$ cat src/rtl/clause_bin_sched.sv
// Sequencer for clause_array: loads one clause bin row by row, runs the implication loop, issues backtrack pulses.
// Optional stats ports via `define CLAUSE_SCHED_STATS_EN (stat_iter_o, stat_bcp_cnt_o).
module clause_bin_sched #(
   parameter int NUM_CLAUSES = 8,
   parameter int NUM_VARS    = 8,
   parameter int WIDTH_C_LEN = 4,
   parameter int WIDTH_ADDR  = 8,
   parameter int ARRAY_LAT   = 1,
   parameter int MAX_ITER    = 15,
   localparam int WIDTH_ITER = $clog2(MAX_ITER + 1)
) (
   input  logic                     clk,
   input  logic                     rst,
   input  logic                     load_i,
   input  logic [WIDTH_ADDR-1:0]    base_addr_i,
   input  logic                     bcp_i,
   input  logic                     bkt_i,
   input  logic [NUM_VARS*3-1:0]    host_value_i,
   output logic                     mem_rd_o,
   output logic [WIDTH_ADDR-1:0]    mem_addr_o,
   input  logic                     mem_valid_i,
   input  logic [NUM_VARS*2-1:0]    mem_clause_i,
   input  logic [WIDTH_C_LEN-1:0]   mem_len_i,
   output logic [NUM_CLAUSES-1:0]   wr_o,
   output logic [NUM_VARS*2-1:0]    clause_o,
   output logic [WIDTH_C_LEN-1:0]   clause_len_o,
   output logic [NUM_VARS*3-1:0]    arr_value_o,
   input  logic [NUM_VARS*3-1:0]    arr_value_i,
   input  logic                     arr_confl_i,
   output logic                     apply_impl_o,
   output logic                     apply_bkt_o,
   output logic                     busy_o,
   output logic                     done_o,
   output logic                     confl_o,
   output logic                     timeout_o,
   output logic [NUM_VARS*3-1:0]    result_o
`ifdef CLAUSE_SCHED_STATS_EN
   ,
   output logic [WIDTH_ITER-1:0]    stat_iter_o,
   output logic [15:0]              stat_bcp_cnt_o
`endif
);

   localparam int WIDTH_ROW  = (NUM_CLAUSES > 1) ? $clog2(NUM_CLAUSES) : 1;
   localparam int WIDTH_WAIT = (ARRAY_LAT > 1) ? $clog2(ARRAY_LAT) : 1;

   typedef enum logic [3:0] {
      S_IDLE, S_LD_REQ, S_LD_WAIT, S_LD_WR, S_BCP_DRV, S_BCP_WAIT, S_BCP_CHK, S_BKT, S_DONE
   } state_t;

   state_t                  r_state;
   logic [WIDTH_ADDR-1:0]   r_base;
   logic [WIDTH_ROW-1:0]    r_row;
   logic [WIDTH_ITER-1:0]   r_iter;
   logic [WIDTH_WAIT-1:0]   r_wait;
   logic                    r_mem_rd;
   logic [WIDTH_ADDR-1:0]   r_mem_addr;
   logic [NUM_CLAUSES-1:0]  r_wr;
   logic [NUM_VARS*2-1:0]   r_clause;
   logic [WIDTH_C_LEN-1:0]  r_len;
   logic [NUM_VARS*3-1:0]   r_arr_value;
   logic                    r_apply_bkt;
   logic                    r_done;
   logic                    r_confl;
   logic                    r_timeout;
   logic [NUM_VARS*3-1:0]   r_result;

   logic                    w_fix;
   logic                    w_apply;
   logic [WIDTH_ITER-1:0]   w_iter_nxt;

   // The apply pulse must coincide with the check cycle, so it cannot be registered.
   assign w_fix      = (arr_value_i == r_arr_value);
   assign w_apply    = (r_state == S_BCP_CHK) && !arr_confl_i && !w_fix;
   assign w_iter_nxt = r_iter + 1'b1;

   always_ff @(posedge clk or negedge rst) begin
      if (!rst) begin
         r_state     <= S_IDLE;
         r_base      <= '0;
         r_row       <= '0;
         r_iter      <= '0;
         r_wait      <= '0;
         r_mem_rd    <= 1'b0;
         r_mem_addr  <= '0;
         r_wr        <= '0;
         r_clause    <= '0;
         r_len       <= '0;
         r_arr_value <= '0;
         r_apply_bkt <= 1'b0;
         r_done      <= 1'b0;
         r_confl     <= 1'b0;
         r_timeout   <= 1'b0;
         r_result    <= '0;
      end else begin
         r_mem_rd    <= 1'b0;
         r_wr        <= '0;
         r_apply_bkt <= 1'b0;
         r_done      <= 1'b0;
         case (r_state)
            S_IDLE: begin
               if (load_i) begin
                  r_base     <= base_addr_i;
                  r_row      <= '0;
                  r_mem_rd   <= 1'b1;
                  r_mem_addr <= base_addr_i;
                  r_confl    <= 1'b0;
                  r_timeout  <= 1'b0;
                  r_state    <= S_LD_REQ;
               end else if (bkt_i) begin
                  r_apply_bkt <= 1'b1;
                  r_confl     <= 1'b0;
                  r_timeout   <= 1'b0;
                  r_state     <= S_BKT;
               end else if (bcp_i) begin
                  r_confl   <= 1'b0;
                  r_timeout <= 1'b0;
                  r_state   <= S_BCP_DRV;
               end
            end
            S_LD_REQ: r_state <= S_LD_WAIT;
            S_LD_WAIT: begin
               if (mem_valid_i) begin
                  r_wr     <= NUM_CLAUSES'(1) << r_row;
                  r_clause <= mem_clause_i;
                  r_len    <= mem_len_i;
                  r_state  <= S_LD_WR;
               end
            end
            S_LD_WR: begin
               if (r_row == WIDTH_ROW'(NUM_CLAUSES - 1)) begin
                  r_done  <= 1'b1;
                  r_state <= S_DONE;
               end else begin
                  r_row      <= r_row + 1'b1;
                  r_mem_rd   <= 1'b1;
                  r_mem_addr <= r_base + WIDTH_ADDR'(r_row) + WIDTH_ADDR'(1);
                  r_state    <= S_LD_REQ;
               end
            end
            S_BCP_DRV: begin
               r_arr_value <= host_value_i;
               r_iter      <= '0;
               r_wait      <= '0;
               r_state     <= S_BCP_WAIT;
            end
            S_BCP_WAIT: begin
               if (r_wait == WIDTH_WAIT'(ARRAY_LAT - 1)) r_state <= S_BCP_CHK;
               else                                      r_wait  <= r_wait + 1'b1;
            end
            S_BCP_CHK: begin
               // Conflict takes precedence over a coincidental fixpoint.
               if (arr_confl_i) begin
                  r_confl  <= 1'b1;
                  r_result <= r_arr_value;
                  r_done   <= 1'b1;
                  r_state  <= S_DONE;
               end else if (w_fix) begin
                  r_result <= r_arr_value;
                  r_done   <= 1'b1;
                  r_state  <= S_DONE;
               end else begin
                  r_arr_value <= arr_value_i;
                  r_iter      <= w_iter_nxt;
                  if (w_iter_nxt == WIDTH_ITER'(MAX_ITER)) begin
                     r_timeout <= 1'b1;
                     r_result  <= arr_value_i;
                     r_done    <= 1'b1;
                     r_state   <= S_DONE;
                  end else begin
                     r_wait  <= '0;
                     r_state <= S_BCP_WAIT;
                  end
               end
            end
            S_BKT: begin
               r_done  <= 1'b1;
               r_state <= S_DONE;
            end
            S_DONE:  r_state <= S_IDLE;
            default: r_state <= S_IDLE;
         endcase
      end
   end

   assign mem_rd_o     = r_mem_rd;
   assign mem_addr_o   = r_mem_addr;
   assign wr_o         = r_wr;
   assign clause_o     = r_clause;
   assign clause_len_o = r_len;
   assign arr_value_o  = r_arr_value;
   assign apply_impl_o = w_apply;
   assign apply_bkt_o  = r_apply_bkt;
   assign busy_o       = (r_state != S_IDLE);
   assign done_o       = r_done;
   assign confl_o      = r_confl;
   assign timeout_o    = r_timeout;
   assign result_o     = r_result;

`ifdef CLAUSE_SCHED_STATS_EN
   logic                  w_bcp_end;
   logic [WIDTH_ITER-1:0] w_rounds;
   logic [WIDTH_ITER-1:0] r_stat_iter;
   logic [15:0]           r_stat_cnt;

   assign w_bcp_end = (r_state == S_BCP_CHK) &&
                      (arr_confl_i || w_fix || (w_iter_nxt == WIDTH_ITER'(MAX_ITER)));
   assign w_rounds  = (arr_confl_i || w_fix) ? r_iter : w_iter_nxt;

   always_ff @(posedge clk or negedge rst) begin
      if (!rst) begin
         r_stat_iter <= '0;
         r_stat_cnt  <= '0;
      end else if (w_bcp_end) begin
         r_stat_iter <= w_rounds;
         if (r_stat_cnt != 16'hFFFF) r_stat_cnt <= r_stat_cnt + 16'd1;
      end
   end

   assign stat_iter_o    = r_stat_iter;
   assign stat_bcp_cnt_o = r_stat_cnt;
`else
   // Statistics counters are not built in this configuration.
`endif

endmodule
$ cat config.mk
export PLATFORM = sky130hd
export DESIGN_NAME = clause_bin_sched
export DESIGN_NICKNAME = d
export VERILOG_FILES = /design/src/rtl/clause_bin_sched.sv
export SDC_FILE = /design/constraint.sdc
export NUM_CORES = 1
export LEC_CHECK = 0
export BUFFER_PORTS_ARGS = -buffer_cell sky130_fd_sc_hd__buf_2
export CAP_MARGIN = 20
export CORE_ASPECT_RATIO = 0.8
export CORE_MARGIN = 2
export CORE_UTILIZATION = 55
export DETAILED_ROUTE_END_ITERATION = 6
export GPL_TIMING_DRIVEN = 0
export HOLD_SLACK_MARGIN = 0.08
export PLACE_DENSITY = 0.85
export REMOVE_ABC_BUFFERS = 1
export SLEW_MARGIN = 25
export SYNTH_ARGS = -nofsm -noshare
export SYNTH_HDL_FRONTEND = slang
export SYNTH_SLANG_ARGS = --single-unit
$ cat constraint.sdc
create_clock -name clk -period 4.75 [get_ports clk]
set_input_delay 0 -clock clk [delete_from_list [all_inputs] [get_ports clk]]
set_output_delay 0 -clock clk [all_outputs]
set_load 0.005 [all_outputs]
==> qor.yml <==
die:
  fp-row-count: 32
  io_pins: 174
  die_h_um: 93.2
  core_region_area_sq_um: 9650
  dieArea_sq_um: 10800
  die_x_um: 116
  initial_utilization: 0.567
final_layout:
  nNetsFinal: 805
  fin_area_sq_um: 7860
  fillerInstances: 531
  synthToLayoutAreaGrowth_pct: 43.5
  register_area_sq_um: 2700
  drive_gt1_frac: 0.448
  multi_input_area_sq_um: 2620
  diodes: 0
timing:
  hold_viol: 0
  worst_pin_slew_ps: 951
  slew_viol_final: 0
  finalClockSkew_ps: 12.0
  fmax_ghz: 0.322
  setup_viol: 0
  period_needed_ps: 3110
  rsz0062_at_grt: "false"
  period_share: 0.654
  slew_headroom: 0.364
  fin_tns_setup_ps: 0
placed_design:
  dpl-instance-area_sq_um: 6520
  gp_congestion: 0.786
  hpwl_mm: 9.18
  io_buffers: 173
min_path:
  min-delay-start: "arr_value_i[2]"
  hp-class: "input port to register"
  worstHoldEndpoint: "result_o[2]"
  worstHoldPathCells: 3
setup_path:
  path_max_fanout: 26
  worstSetupPathType: "register to register"
  crit_family: "compound AO/OA/AOI/OAI gates"
  crit_arrival_ps: 3340
  cp.required_ps: 4980
  timing.critical_path.buf_inv: 1
  max_stage_delay_ps: 740
  critPathSlowestCell: "a21boi_4"
  cp_cell_sequence: "xnor2_1, nand4_1, nor4_2, a31oi_4, buf_8, a21boi_4, mux2_2"
  r2r-start: "arr_value_o[13]"
  r2r-end: "result_o[5]"
  critPathCaptureType: "register"
  reg2reg_slack_ps: 1640
  cp-start-kind: "register"
  reg2reg_depth: 7
route:
  postRouteAntennaNets: 0
  drtIter0Drc: 280
  route.detailed.drc: 0
  dr.pass1.iters: 4
  dr_total_vias: 4496
  viasPerCell: 5.28
  drt_wl_total_mm: 15.7
  wire_per_inst_um: 18.4
clock_tree:
  htree_levels: 3
  cts_root_buffer: "clkbuf_16"
  clkTransAtPathRegs_ps: 80
  cts.repair.resized: 0
  cts.sinks: 108
  clock_latency_ps: 350
  cts_tree: "built"
  clk_path_buf_depth: 2
  cts_made_buffers: 9
  ctsHoldBuffers: 101
  cts_setup_buffers: 0
grt:
  overflow: 0
  grt_pass1_wl_mm: 24.6
  gr-usage-all-layers: 0.302
  grt_pass1_vias: 4876
  grt_start_max_net_pins: 62
  antenna_found_initial: 0
synthesis:
  synth-edff-count: 0
  syn-cell-area_sq_um: 5480
  yosysSeqAreaShare: 0.494
  synth_top_area_cell: "dfrtp_1"
  synth_area_leaders: "dfrtp_1 49%, mux2_2 20%, mux2_4 4.9%"
  synth_flop_cell: "dfrtp_1"
  yosysMostFrequentCell: "dfrtp_1"
  synth_cell_types: 46
  synth_top_area_frac: 0.494
  synth_area_per_cell_sq_um: 12.5
  ys_warn_count: 0
  yosys-top-cells-count: "108 x dfrtp_1, 98 x mux2_2, 45 x nand2_1, 20 x xnor2_1"
  synthCells: 439
  ys_ff_latch: 108
  async_flop_share: 1.00
power_and_ir_drop:
  power_leakage_nw: 3.78
  cellPowerDensity_nw_per_um2: 553
  ir_worst_vdd_uv: 343
status:
  status: "finished, final reports clean"
run:
  maxCapViolCount: 0
==> final cells by class <==
cell class                 count  area share
tap                          136      0.0217
inverter                      12     0.00573
multi-input combinational    299       0.333
clock buffer                  10      0.0304
timing repair buffer         280       0.254
clock inverter                 6      0.0110
sequential                   108       0.344
==> cells in the final DEF (no fill, tap or decap), types with 4 or more instances in the layout <==
cell,n
mux2_4,18
ha_1,11
and3_1,7
and2_1,4
nor2_1,7
xnor2_1,20
dfrtp_1,108
mux2_2,98
buf_2,172
mux2i_1,6
nand3_1,6
xor2_1,12
dlygate4sd3_1,101
nand2_1,45
o21ai_0,18
nand2b_1,4
a21oi_1,8
nand4_1,4
inv_1,12
clkbuf_16,9
==> tightest hold or removal path, stage by stage <==
cell	delay, ps
buf_2	110
mux2_2	150
mux2_2	140
==> state kept, by name, indices dropped and copies added, names as in the netlist <==
register and flops:
apply_bkt_o 1, arr_value_o 24, clause_len_o 4, clause_o 16, confl_o 1, done_o 1
mem_addr_o 8, mem_rd_o 1, r_base 8, r_iter 4, r_row 3, r_state 4
result_o 24, timeout_o 1, wr_o 8
==> metrics by stage <==
stage,total power [mW],worst slack [ps],hold WS (ps),std cells,util
detailed placement,3.36,1700,29.4,734,0.676
global route,4.61,1480,92.0,851,0.814
global placement,3.23,465,211,728,0.661
floorplan,2.65,1450,-296,419,-
finish,4.34,1640,91.1,851,0.814
CTS,4.28,1650,84.5,851,0.814
==> logic make-up after synthesis <==
kind of cell    share of synthesized area
xor+xnor                           0.0512
flops                               0.494
buf+inv                            0.0331
compound gates                     0.0466
fa+ha+maj                          0.0288
mux                                 0.262
simple gates                       0.0848
==> where the power goes <==
| part | internal [mW] | switching (mW) |
|---|---|---|
| logic | 1.01 | 0.814 |
| clock network | 0.477 | 0.340 |
| registers | 1.33 | 0.372 |
| total | 2.82 | 1.53 |
==> metal layers <==
metal,routed length (um),GRT usage,up-vias
li1,-,-,2064
met1,6110,0.351,2223
met3,809,0.0635,41
met4,539,0.141,0
met5,0,0,-
met2,8240,0.532,168
==> worst max-delay path by stage <==
stage / start / to / slack, ps / cells after the start
floorplan: arr_value_o[15] / arr_value_o[0] / 1450 / 6
global placement: arr_value_o[3] / arr_value_o[4] / 470 / 6
detailed placement: arr_value_o[13] / result_o[21] / 1700 / 7
CTS: arr_value_o[13] / result_o[17] / 1650 / 7
global route: arr_value_o[3] / result_o[5] / 1480 / 7
finish: arr_value_o[13] / result_o[5] / 1640 / 7
(Power assumes the default switching activity.)
